File: src/rtl/gdm_pkg.sv
// Shared definitions for the GDM arbiter slice.
// Contents: default bus widths, FSM state encoding and requester owner IDs.
package gdm_pkg;

    localparam int GDM_ADDR_W = 32;
    localparam int GDM_DATA_W = 32;

    typedef enum logic [1:0] {
        IDLE     = 2'b00,
        IF_XFER  = 2'b01,
        MEM_XFER = 2'b10
    } gdm_state_e;

    typedef enum logic {
        OWN_IF  = 1'b0,
        OWN_MEM = 1'b1
    } gdm_owner_e;

endpackage

File: src/rtl/gdm_arb_prio.sv
// Grant selection for the GDM arbiter plus the IF starvation counter.
// Ports:
//   clock, reset        rising-edge clock, asynchronous active-high reset
//   if_req, mem_req     current requests from the two requesters
//   idle                arbiter is free to grant this cycle
//   grant               a winner is chosen this cycle (only while idle)
//   winner              owner ID of the winner, valid when grant=1
module gdm_arb_prio
    import gdm_pkg::*;
#(
    parameter int STARVE_MAX = 4
) (
    input  logic       clock,
    input  logic       reset,
    input  logic       if_req,
    input  logic       mem_req,
    input  logic       idle,
    output logic       grant,
    output gdm_owner_e winner
);

    logic [3:0] starve_cnt;
    logic       forced_if;

    // IF has waited through STARVE_MAX MEM grants: it takes the next slot.
    assign forced_if = if_req && (starve_cnt >= 4'(STARVE_MAX));

    always_comb begin
        grant  = 1'b0;
        winner = OWN_IF;
        if (idle) begin
            if (mem_req && !forced_if) begin
                grant  = 1'b1;
                winner = OWN_MEM;
            end else if (if_req) begin
                grant  = 1'b1;
                winner = OWN_IF;
            end
        end
    end

    // Counts MEM grants that passed over a waiting IF; saturates at 15.
    always_ff @(posedge clock or posedge reset) begin
        if (reset) begin
            starve_cnt <= 4'd0;
        end else if (grant) begin
            if (winner == OWN_IF) begin
                starve_cnt <= 4'd0;
            end else if (if_req && (starve_cnt != 4'd15)) begin
                starve_cnt <= starve_cnt + 4'd1;
            end
        end
    end

endmodule

File: src/rtl/gdm_arbiter.sv
// Arbiter sharing the single GDM memory port between instruction fetch (IF)
// and the memory-access stage (MEM). MEM has priority; a starvation guard
// forces an IF grant after STARVE_MAX consecutive MEM grants over a waiting IF.
//
// Handshake: a requester raises *_req and holds it (and its address/data)
// while arb_*_stall is 1. The stall drops in the cycle GDM completes the
// owner's access (gdm_ready=1 in the XFER state); the next cycle carries a
// one-cycle *_valid pulse with the read data. Inputs are latched at grant and
// ignored until completion; a dropped request still gets its result pulse.
//
// Ports:
//   clock, reset                       clock, asynchronous active-high reset
//   if_req/if_addr                     IF fetch request
//   if_valid/if_rdata/arb_if_stall     IF result pulse, data and stall
//   mem_req/mem_we/mem_addr/mem_wdata  MEM load/store request
//   mem_valid/mem_rdata/arb_mem_stall  MEM completion pulse, data and stall
//   gdm_en/gdm_we/gdm_addr/gdm_wdata   registered GDM access outputs
//   gdm_rdata/gdm_ready                GDM read data and completion
//   arb_timeout                        sticky: a transfer was aborted
//   state_dbg                          current FSM state (debug)
module gdm_arbiter
    import gdm_pkg::*;
#(
    parameter int ADDR_W     = GDM_ADDR_W,
    parameter int DATA_W     = GDM_DATA_W,
    parameter int STARVE_MAX = 4,
    parameter int TIMEOUT    = 255
) (
    input  logic              clock,
    input  logic              reset,
    input  logic              if_req,
    input  logic [ADDR_W-1:0] if_addr,
    output logic              if_valid,
    output logic [DATA_W-1:0] if_rdata,
    output logic              arb_if_stall,
    input  logic              mem_req,
    input  logic              mem_we,
    input  logic [ADDR_W-1:0] mem_addr,
    input  logic [DATA_W-1:0] mem_wdata,
    output logic              mem_valid,
    output logic [DATA_W-1:0] mem_rdata,
    output logic              arb_mem_stall,
    output logic              gdm_en,
    output logic              gdm_we,
    output logic [ADDR_W-1:0] gdm_addr,
    output logic [DATA_W-1:0] gdm_wdata,
    input  logic [DATA_W-1:0] gdm_rdata,
    input  logic              gdm_ready,
    output logic              arb_timeout,
    output logic [1:0]        state_dbg
);

    localparam int TW = (TIMEOUT < 2) ? 1 : $clog2(TIMEOUT + 1);
    localparam logic [TW-1:0] T_LAST = TW'((TIMEOUT > 0) ? TIMEOUT - 1 : 0);

    gdm_state_e        state, state_nx;
    logic              grant;
    gdm_owner_e        winner;
    logic [TW-1:0]     tcnt;
    logic              tmo_hit;
    logic              xfer_end;
    logic [DATA_W-1:0] xfer_data;

    gdm_arb_prio #(
        .STARVE_MAX(STARVE_MAX)
    ) u_prio (
        .clock  (clock),
        .reset  (reset),
        .if_req (if_req),
        .mem_req(mem_req),
        .idle   (state == IDLE),
        .grant  (grant),
        .winner (winner)
    );

    // tcnt counts completed wait cycles; the last allowed one aborts.
    assign tmo_hit   = (TIMEOUT != 0) && (tcnt == T_LAST);
    assign xfer_data = gdm_ready ? gdm_rdata : '0;

    always_ff @(posedge clock or posedge reset) begin
        if (reset) begin
            state <= IDLE;
        end else begin
            state <= state_nx;
        end
    end

    always_comb begin
        state_nx = state;
        xfer_end = 1'b0;
        case (state)
            IDLE: begin
                if (grant) begin
                    state_nx = (winner == OWN_MEM) ? MEM_XFER : IF_XFER;
                end
            end
            IF_XFER, MEM_XFER: begin
                if (gdm_ready || tmo_hit) begin
                    xfer_end = 1'b1;
                    state_nx = IDLE;
                end
            end
            default: state_nx = IDLE;
        endcase
    end

    always_ff @(posedge clock or posedge reset) begin
        if (reset) begin
            gdm_en      <= 1'b0;
            gdm_we      <= 1'b0;
            gdm_addr    <= '0;
            gdm_wdata   <= '0;
            if_valid    <= 1'b0;
            if_rdata    <= '0;
            mem_valid   <= 1'b0;
            mem_rdata   <= '0;
            arb_timeout <= 1'b0;
            tcnt        <= '0;
        end else begin
            if_valid  <= 1'b0;
            mem_valid <= 1'b0;
            if (state == IDLE) begin
                if (grant) begin
                    gdm_en <= 1'b1;
                    tcnt   <= '0;
                    if (winner == OWN_MEM) begin
                        gdm_we    <= mem_we;
                        gdm_addr  <= mem_addr;
                        gdm_wdata <= mem_wdata;
                    end else begin
                        gdm_we    <= 1'b0;
                        gdm_addr  <= if_addr;
                        gdm_wdata <= '0;
                    end
                end
            end else if (xfer_end) begin
                gdm_en <= 1'b0;
                gdm_we <= 1'b0;
                if (state == MEM_XFER) begin
                    mem_valid <= 1'b1;
                    mem_rdata <= xfer_data;
                end else begin
                    if_valid <= 1'b1;
                    if_rdata <= xfer_data;
                end
                // Ended without gdm_ready: this was a timeout abort.
                if (!gdm_ready) begin
                    arb_timeout <= 1'b1;
                end
            end else begin
                tcnt <= tcnt + TW'(1);
            end
        end
    end

    assign arb_if_stall  = if_req && !((state == IF_XFER) && gdm_ready);
    assign arb_mem_stall = mem_req && !((state == MEM_XFER) && gdm_ready);
    assign state_dbg     = state;

endmodule
File: config.mk
export PLATFORM = sky130hd
export DESIGN_NAME = gdm_arbiter
export DESIGN_NICKNAME = d
export VERILOG_FILES = /design/src/rtl/gdm_pkg.sv /design/src/rtl/gdm_arb_prio.sv /design/src/rtl/gdm_arbiter.sv
export SDC_FILE = /design/constraint.sdc
export NUM_CORES = 1
export LEC_CHECK = 0
export ABC_AREA = 1
export CORE_ASPECT_RATIO = 2
export CORE_MARGIN = 2
export CORE_UTILIZATION = 40
export DETAILED_ROUTE_END_ITERATION = 12
export HOLD_SLACK_MARGIN = 0.06
export PLACE_DENSITY = 0.76
export SYNTH_ARGS = -nofsm -noshare
export SYNTH_HDL_FRONTEND = slang
export SYNTH_HIERARCHICAL = 1
export SYNTH_SLANG_ARGS = --single-unit
File: constraint.sdc
create_clock -name clock -period 6.2 [get_ports clock]
set_clock_uncertainty 0.2 [all_clocks]
set_input_delay 0.62 -clock clock [delete_from_list [all_inputs] [get_ports clock]]
set_output_delay 0.62 -clock clock [all_outputs]
set_load 0.01 [all_outputs]
==> summary.txt <==
Outcome
  – Status: finished clean

Global routing
  – Gr ovfl total: 0
  – First-pass GRT wire length: between 30,000 and 40,000 µm
  – Initial antenna violation count: 0
  – Number of global-route vias before repair: roughly 6,000
  – Largest net degree at the start of global routing: 100
  – Gr usage total: 0.233

Routing
  – Initial DRC Count: approximately 200
  – Antenna viol nets, final: 0
  – Drt pass-1 iters: 4
  – DR top layer: met4
  – Final wirelength: just under 20,000 µm
  – Vias: just under 6,000
  – Avg Vias per Cell: about 5.0
  – Metal2 WL: 10,300 µm
  – Met3 WL: around 1200 µm
  – WL met1: approximately 7300 µm
  – Wirelength per Cell: roughly 16 µm
  – DRC: 0

Logic synthesis
  – Synth Cell Area: roughly 6400 µm²
  – Flop and latch count out of synthesis: roughly 150
  – Seq/Total Area, Yosys: 0.577
  – Synthesized instance count: between 700 and 800
  – Library cells used by synthesis: 25
  – Ys flop type: dfrtp_1
  – Synth Area per Inst: 8.74 µm²
  – Syn nets: a little under 900
  – Synth async-reset ratio: 1.00
  – Post-synth EDFFs: 0
  – Yosys Warn Count: 6

Worst hold path
  – Hold Crit Class: reg -> reg

Clocking
  – CTS tree: done
  – Total CTS buffers: 17
  – Clk root buf: clkbuf_16
  – Clock latency on the worst-skew pair: between 0.4 and 0.5 ns
  – Reg clk slew, reported paths: ~0.06 ns
  – Post-CTS Hold Buffers: 0
  – Post-CTS Setup Repair Bufs: 0
  – H-Tree Depth: 4
  – Post-cts resize count: 0
  – Clock sink count: 147
  – CTS max path bufs: 2

Pwr
  – Cell Pwr Density: 496 nW/µm²
  – Clock share of power: 0.217
  – Gate power share: 0.450
  – P_sw: approximately 1.8 mW
  – Maximum VDD drop: around 0.00029 V
  – Overall power after layout: 4.85 mW
  – Switching power share of the total: 0.373
  – Reg power frac: 0.333
  – P_int: about 3.0 mW
  – Lkg Pwr: 4.88 nW

Placement
  – Port Buf Inserts: 270
  – Gpl congestion: a little over 0.8
  – Final HPWL DP: 13,200 µm

Timing
  – Slew HR: 0.172
  – Setup TNS: 0 ns
  – Final setup fails: 0
  – Final Max Tran Viols: 0
  – Worst slew pin tran: 1.24 ns
  – RSZ-0062 raised after global routing: false
  – Minimum clock period after layout: 3.07 ns
  – Max Freq: roughly 330 MHz
  – Fin. Hold Viols: 0
  – Period utilization: 0.495

Die
  – Core Footprint: around 16,000 µm²
  – IO Pins: 271
  – Die width: between 90 and 100 µm
  – Die Y: around 180 µm
  – Starting Density: 0.406
  – DIE AREA: ~17,000 µm²
  – Row cnt: 65

Flow run
  – # Max-Cap Violations: 0

Final layout
  – Most common library cell in the layout ignoring fill and taps: nand2_1
  – Filler cell count in the final layout: ~1,400
  – Area Growth Syn to Fin: 53.4%
  – Share of cells above drive strength 1: 0.0523
  – Nets@finish: 1,122
  – Commonest cells after routing, fill and taps aside: 304 x nand2_1, 270 x clkdlybuf4s50_1, 147 x dfrtp_1
  – Diode count: 0

Setup path
  – CP Capture Type: output port
  – Critical path type: in -> out
  – Worst EP required: 5.38 ns
  – Startpoint types: input port
  – CP Max Fanout: 36
  – WP data arrival: 2.25 ns
  – Reg2reg setup slack: ~3.2 ns
final cells by class:
type	count	area (µm²)	area share
sequential	147	3680	0.376
timing repair buffer	278	2760	0.282
multi-input combinational	483	2280	0.233
clock buffer	20	457	0.0467
tap	201	251	0.0257
inverter	55	211	0.0216
clock inverter	12	148	0.0151
layer usage:
layer  vias up  track usage
li1       2851            -
met1      2857        0.264
met2       222        0.407
met3        31       0.0636
met4         0       0.0976
met5         -            0
critical path, stage by stage:
cell and delay [ns]:
clkdlybuf4s50_1 0.46, buf_4 0.39, a21boi_0 0.20, clkdlybuf4s50_1 0.58
metrics by stage:
| stage | cells | utilization | worst slack, ns | hold slack [ns] | area (µm²) |
|---|---|---|---|---|---|
| after floorplan | 730 | - | 1.54 | 0.186 | 6380 |
| after global placement | 1164 | 0.585 | 2.98 | 0.253 | 9190 |
| after detailed placement | 1164 | 0.585 | 2.95 | 0.257 | 9190 |
| after CTS | 1196 | 0.624 | 3.09 | 0.272 | 9790 |
| after global routing | 1196 | 0.624 | 2.87 | 0.292 | 9790 |
| final | 1196 | 0.624 | 3.13 | 0.270 | 9790 |
final timing paths:
check,cells after the start,start,endpoint
max reg2reg,10,state_dbg[1]$_DFFE_PP0P_,state_dbg[0]$_DFFE_PP0P_
min reg2reg,2,if_rdata[6]$_DFFE_PP0P_,if_rdata[6]$_DFFE_PP0P_
min,2,if_rdata[6]$_DFFE_PP0P_,if_rdata[6]$_DFFE_PP0P_
min in group asynchronous,2,reset,u_prio/starve_cnt[1]$_DFFE_PP0P_
max in group asynchronous,3,reset,mem_rdata[26]$_DFFE_PP0P_
max,4,gdm_ready,arb_if_stall
cell usage after synthesis (3+ instances only):
master | n | area, µm²
ha_1 | 6 | 75.1
buf_2 | 13 | 65.1
buf_6 | 5 | 56.3
dfrtp_1 | 147 | 3680
o21ai_0 | 5 | 25.0
nand3_1 | 71 | 355
inv_1 | 53 | 199
nand2_2 | 3 | 18.8
clkbuf_1 | 25 | 93.8
nand2_1 | 305 | 1140
a22o_1 | 32 | 280
nor2_1 | 11 | 41.3
nand4_1 | 38 | 238
flip-flops by register name, summed over array words and instances (netlist names):
register,flops
arb_timeout,1
gdm_addr,32
gdm_en,1
gdm_wdata,32
gdm_we,1
if_rdata,32
if_valid,1
mem_rdata,32
mem_valid,1
state_dbg,2
tcnt,8
u_prio/starve_cnt,4
power groups by stage:
stage | clock network (mW) | registers (mW) | logic (mW)
6_report | 1.05 | 1.62 | 2.18
5_1_grt | 1.12 | 1.66 | 2.38
2_1_floorplan | 0 | 1.77 | 0.888
3_5_place_dp | 0 | 1.62 | 2.21
4_1_cts | 1.07 | 1.62 | 2.21
3_3_place_gp | 0 | 1.62 | 2.17
cell families (layout without fill, tap and decap cells):
group / Yosys count / after routing / synth area share
DFF: 147 / 147 / 0.577
AOI/OAI and AO/OA: 43 / 43 / 0.0549
buffers and inverters: 100 / 365 / 0.0679
adders and majority gates: 6 / 6 / 0.0118
xor gates and xnor gates: 3 / 3 / 0.00412
and+or+nand+nor: 431 / 431 / 0.285
No activity file was read; power rests on OpenSTA's default activity.
